[src/rtl/mem_arb_pkg.sv]
// Shared definitions for the unified-memory arbiter: FSM state encoding and the
// fixed access size used for instruction fetches.
package mem_arb_pkg;

    typedef enum logic [1:0] {
        IDLE   = 2'd0,
        GNT_IF = 2'd1,
        GNT_D  = 2'd2,
        RESP   = 2'd3
    } arb_state_e;

    localparam logic [2:0] FETCH_FUNCT3 = 3'b010;

endpackage

[src/rtl/mem_arb_prio.sv]
// Combinational grant selector: data wins unless the fetch streak guard says
// fetch has waited long enough.
module mem_arb_prio (
    input  logic if_req,
    input  logic d_req,
    input  logic streak_full,
    output logic grant_d
);

    always_comb begin
        grant_d = d_req && !(if_req && streak_full);
    end

endmodule

[src/rtl/mem_arbiter.sv]
// Arbiter sharing one single-ported memory between instruction fetch and
// load/store. Optional fetch starvation guard: MEM_ARB_STARVE_GUARD_EN.
module mem_arbiter
    import mem_arb_pkg::*;
#(
    parameter int unsigned ADDR_W       = 8,
    parameter int unsigned DATA_W       = 32,
    parameter int unsigned STARVE_LIMIT = 4
) (
    input  logic              clk,
    input  logic              rst,
    input  logic              if_req,
    input  logic [ADDR_W-1:0] if_addr,
    output logic [DATA_W-1:0] if_rdata,
    output logic              if_ack,
    input  logic              d_req,
    input  logic              d_we,
    input  logic [2:0]        d_funct3,
    input  logic [ADDR_W-1:0] d_addr,
    input  logic [DATA_W-1:0] d_wdata,
    output logic [DATA_W-1:0] d_rdata,
    output logic              d_ack,
    output logic              mem_req,
    output logic              mem_we,
    output logic [2:0]        mem_funct3,
    output logic [ADDR_W-1:0] mem_addr,
    output logic [DATA_W-1:0] mem_wdata,
    input  logic [DATA_W-1:0] mem_rdata,
    input  logic              mem_ack,
    output logic              busy
);

    arb_state_e state_q;
    logic       streak_full;
    logic       grant_d;

    mem_arb_prio u_prio (
        .if_req      (if_req),
        .d_req       (d_req),
        .streak_full (streak_full),
        .grant_d     (grant_d)
    );

`ifdef MEM_ARB_STARVE_GUARD_EN
    logic [2:0] streak_q;

    assign streak_full = (streak_q == 3'(STARVE_LIMIT));

    // Counts data grants taken while a fetch was left waiting.
    always_ff @(posedge clk) begin
        if (rst) begin
            streak_q <= 3'd0;
        end else if (state_q == IDLE) begin
            if (!if_req) begin
                streak_q <= 3'd0;
            end else if (grant_d) begin
                streak_q <= streak_q + 3'd1;
            end else begin
                streak_q <= 3'd0;
            end
        end
    end
`else
    logic unused_limit;

    assign streak_full  = 1'b0;
    assign unused_limit = ^STARVE_LIMIT;
`endif

    always_ff @(posedge clk) begin
        if (rst) begin
            state_q    <= IDLE;
            mem_req    <= 1'b0;
            mem_we     <= 1'b0;
            mem_funct3 <= 3'b000;
            mem_addr   <= '0;
            mem_wdata  <= '0;
            if_ack     <= 1'b0;
            d_ack      <= 1'b0;
            if_rdata   <= '0;
            d_rdata    <= '0;
            busy       <= 1'b0;
        end else begin
            unique case (state_q)
                IDLE: begin
                    if (if_req || d_req) begin
                        mem_req <= 1'b1;
                        busy    <= 1'b1;
                        if (grant_d) begin
                            state_q    <= GNT_D;
                            mem_we     <= d_we;
                            mem_funct3 <= d_funct3;
                            mem_addr   <= d_addr;
                            mem_wdata  <= d_wdata;
                        end else begin
                            state_q    <= GNT_IF;
                            mem_we     <= 1'b0;
                            mem_funct3 <= FETCH_FUNCT3;
                            mem_addr   <= if_addr;
                        end
                    end
                end
                GNT_IF, GNT_D: begin
                    if (mem_ack) begin
                        mem_req <= 1'b0;
                        mem_we  <= 1'b0;
                        state_q <= RESP;
                        if (state_q == GNT_IF) begin
                            if_ack   <= 1'b1;
                            if_rdata <= mem_rdata;
                        end else begin
                            d_ack   <= 1'b1;
                            d_rdata <= mem_rdata;
                        end
                    end
                end
                // Requests seen here are ignored so a req still high in the
                // ack cycle is never granted twice.
                RESP: begin
                    if_ack  <= 1'b0;
                    d_ack   <= 1'b0;
                    busy    <= 1'b0;
                    state_q <= IDLE;
                end
                default: state_q <= IDLE;
            endcase
        end
    end

endmodule

[config.mk]
export PLATFORM = sky130hd
export DESIGN_NAME = mem_arbiter
export DESIGN_NICKNAME = d
export VERILOG_FILES = /design/src/rtl/mem_arb_pkg.sv /design/src/rtl/mem_arb_prio.sv /design/src/rtl/mem_arbiter.sv
export SDC_FILE = /design/constraint.sdc
export NUM_CORES = 1
export LEC_CHECK = 0
export CAP_MARGIN = 0
export CORE_MARGIN = 5
export CORE_UTILIZATION = 50
export CTS_CLUSTER_SIZE = 28
export DETAILED_ROUTE_END_ITERATION = 8
export DONT_BUFFER_PORTS = 1
export PLACE_DENSITY = 0.68
export SLEW_MARGIN = 10
export SYNTH_ARGS = -nofsm -noshare
export SYNTH_HDL_FRONTEND = slang
export SYNTH_SLANG_ARGS = --single-unit
[constraint.sdc]
create_clock -name clk -period 1.9 [get_ports clk]
set_clock_uncertainty 0.15 [all_clocks]
set_input_delay 0 -clock clk [delete_from_list [all_inputs] [get_ports clk]]
set_output_delay 0 -clock clk [all_outputs]
set_load 0.005 [all_outputs]
==> out/qor.yml <==
detailed_routing:
  drc: 0
  vias: 3408
  drtPass1Iterations: 4
  wl_per_cell_um: 16.45
  via_per_inst: 5.392
  drt-initial-drc-count: 118
  ant_nets: 0
  totalWireLength_mm: 10.39
logic_synthesis:
  yosysUniqueCellTypes: 31
  ys_async_sr_fraction: 0
  synth_top_area_share: 0.5414
  synth_area_mm2: 0.004215
  syn_nets: 615
  synth_most_common_cell: "nand2_1"
  syn_avg_cell_area_um2: 8.091
  synth_cells: 521
  synth_edf_count: 0
  synth_area_leaders: "dfxtp_1 (54%), nand2_1 (17%), a21oi_1 (12%), mux2i_1 (2.6%), buf_2 (1.8%)"
  yosys_register_bits: 114
  ys_seq_area_frac: 0.5414
  synth_top_cell_by_area: "dfxtp_1"
  ys_warn_count: 0
  synth_ff_type: "dfxtp_1"
  yosys-top-cells-count: "nand2_1 (195), dfxtp_1 (114), a21oi_1 (101)"
finish:
  final_nets: 608
  drive_gt1_frac: 0.09298
  diodes: 0
  area_growth_pct: 16.80
  stdcell_area_mm2: 0.004923
  utilization: 0.5992
  stdcell_count: 632
placed_design:
  gp_congestion: 0.8170
  hpwl_mm: 7.259
  dp.cells: 597
  io_buffers: 0
  postPlaceCellArea_mm2: 0.004287
  preCtsSetupSlack_ps: 113.8
timing:
  setup_viol: 0
  rsz0062_at_grt: "false"
  fin_crit_ps: 1817
  slew_headroom: 0.7711
  post-route-worst-setup-slack_ps: 83.01
  finalSetupTns_ps: 0
  post-route-period-util: 0.9563
  worst-slew-pin-transition_ps: 342.2
  max_freq_mhz: 550.4
  final_hold_viol_count: 113
  slew_violations: 0
  holdWs_ps: -565.4
power:
  power_density_mw_per_mm2: 1664
  vdd_drop_max_v: 0.0008790
  power_mw: 8.194
  p_leak_nw: 1.808
floorplanning:
  row_count: 33
  ios: 201
  die_area_mm2: 0.01037
  fp.dieH_um: 101.8
  coreArea_mm2: 0.008217
  die_w_um: 101.8
  initial_utilization: 0.5130
global_routing:
  antenna_found_initial: 0
  grt_pass1_wl_mm: 16.19
  grt_pass1_vias: 3277
  grt_overflow: 0
  grt_max_degree: 116
  grt_util_all_layers: 0.1973
clock_tree:
  htree_levels: 4
  cts_sinks: 114
  cts_tree: "done"
  post-cts-setup-buffers: 0
  hold_buffers: 3
  clk_pin_slew_ps: 60
  root_buffer: "clkbuf_8"
  worstSkewPairLatency_ps: 480
  numCtsBuffers: 17
  clock_path_buffers: 2
setup_path:
  r2r_cells: 4
  reg2reg_from: "state_q[0]"
  arrival_ps: 2080
  cp_max_fo: 5
  worstSetupPathType: "flip-flop to flip-flop"
  cp_cell_sequence: "ha_1 > or2_2 > dlygate4sd3_1 > mux2i_1"
  startpoint_type: "flip-flop"
  rrSetupSlack_ps: 80
  end_kind: "flip-flop"
  reg2reg_to: "if_ack"
  required_ps: 2160
  cpMaxStageDelayCell: "dlygate4sd3_1"
  worst_path_largest_cell_delay_ps: 580
run:
  maxCapViolCount: 0
run_status:
  status: "finished with violations"
  violations: "hold timing"
worst_hold_path:
  worstHoldEndpoint: "mem_wdata[24]"
  hp-start: "rst"
  hold_path.class: "input pin to flip-flop"
  whs_path_depth: 1
-- flip-flops by register name, indices dropped and copies added, names as in the netlist --
name        flops
busy            1
d_ack           1
d_rdata        32
if_ack          1
if_rdata       32
mem_addr        8
mem_funct3      3
mem_req         1
mem_wdata      32
mem_we          1
state_q         2
-- power by group --
group	leakage [nW]	total, mW	switching (mW)	internal (mW)
Sequential	0.931	3.34	0.429	2.91
Clock	0.280	3.10	1.07	2.03
Combinational	0.597	1.76	1.02	0.738
Total	1.81	8.19	2.52	5.68
-- layer usage --
layer | up-vias | share of wire | track usage
met2 | 154 | 0.51 | 0.3421
met5 | - | 0 | 0
met4 | 0 | 0.016 | 0.06761
li1 | 1691 | - | -
met1 | 1551 | 0.36 | 0.2164
met3 | 12 | 0.11 | 0.08601
-- area by class of cell --
class	instances	area, µm²
Clock inverter	13	161.4
Inverter	4	15.01
Tap cell	105	131.4
Clock buffer	19	431.7
Multi-Input combinational cell	363	1750
Fill cell	732	3293
Sequential cell	114	2283
Timing Repair Buffer	14	150.1
-- placed cells by master (no fill, tap or decap), types with 2 or more instances in the layout --
cell type,n
or2_2,2
dlygate4sd3_1,3
buf_12,3
and3b_1,2
clkinv_4,3
clkinv_2,3
mux2i_1,11
nor3_1,3
clkinvlp_4,4
a21oi_1,101
a211oi_1,8
nand2_1,195
bufinv_16,3
a22oi_1,2
clkbuf_16,16
clkbuf_8,2
inv_1,4
dfxtp_1,113
and2_1,2
ha_1,4
o21ai_0,3
buf_4,8
nor2_1,12
a21boi_0,2
nand2b_1,5
-- kinds of logic (layout without fill, tap and decap cells) --
| kind of cell | Yosys count | in the layout | share of synthesized area |
|---|---|---|---|
| AOI/OAI and AO/OA | 121 | 121 | 0.1561 |
| adders and majority gates | 5 | 5 | 0.01484 |
| buffers and inverters | 44 | 50 | 0.04630 |
| DFF | 114 | 114 | 0.5414 |
| muxes | 11 | 11 | 0.02612 |
| and+or+nand+nor | 226 | 226 | 0.2152 |
-- what timing repair did --
action,4_1_cts,5_1_grt
endpoints found under the setup margin,0,31
hold endpoints to repair,114,113
gates resized for setup,0,3
-- worst max path at each step --
| stage | start | endpoint | slack, ps | cells after the start |
|---|---|---|---|---|
| after floorplan | state_q[0] | d_rdata[15] | 150 | 7 |
| after global placement | state_q[1] | mem_req | 230 | 5 |
| after detailed placement | state_q[0] | d_rdata[13] | 110 | 6 |
| after CTS | state_q[0] | d_ack | 70 | 4 |
| after global routing | state_q[0] | if_ack | 30 | 4 |
| final | state_q[0] | if_ack | 80 | 4 |
-- critical path, delay by kind of cell (launching register included) --
kind	cells	cell delay, ps
flops	1	340
fa+ha+maj	1	230
buf+inv	1	580
simple gates	1	290
mux	1	140
Power figures use the tool's default switching activity.
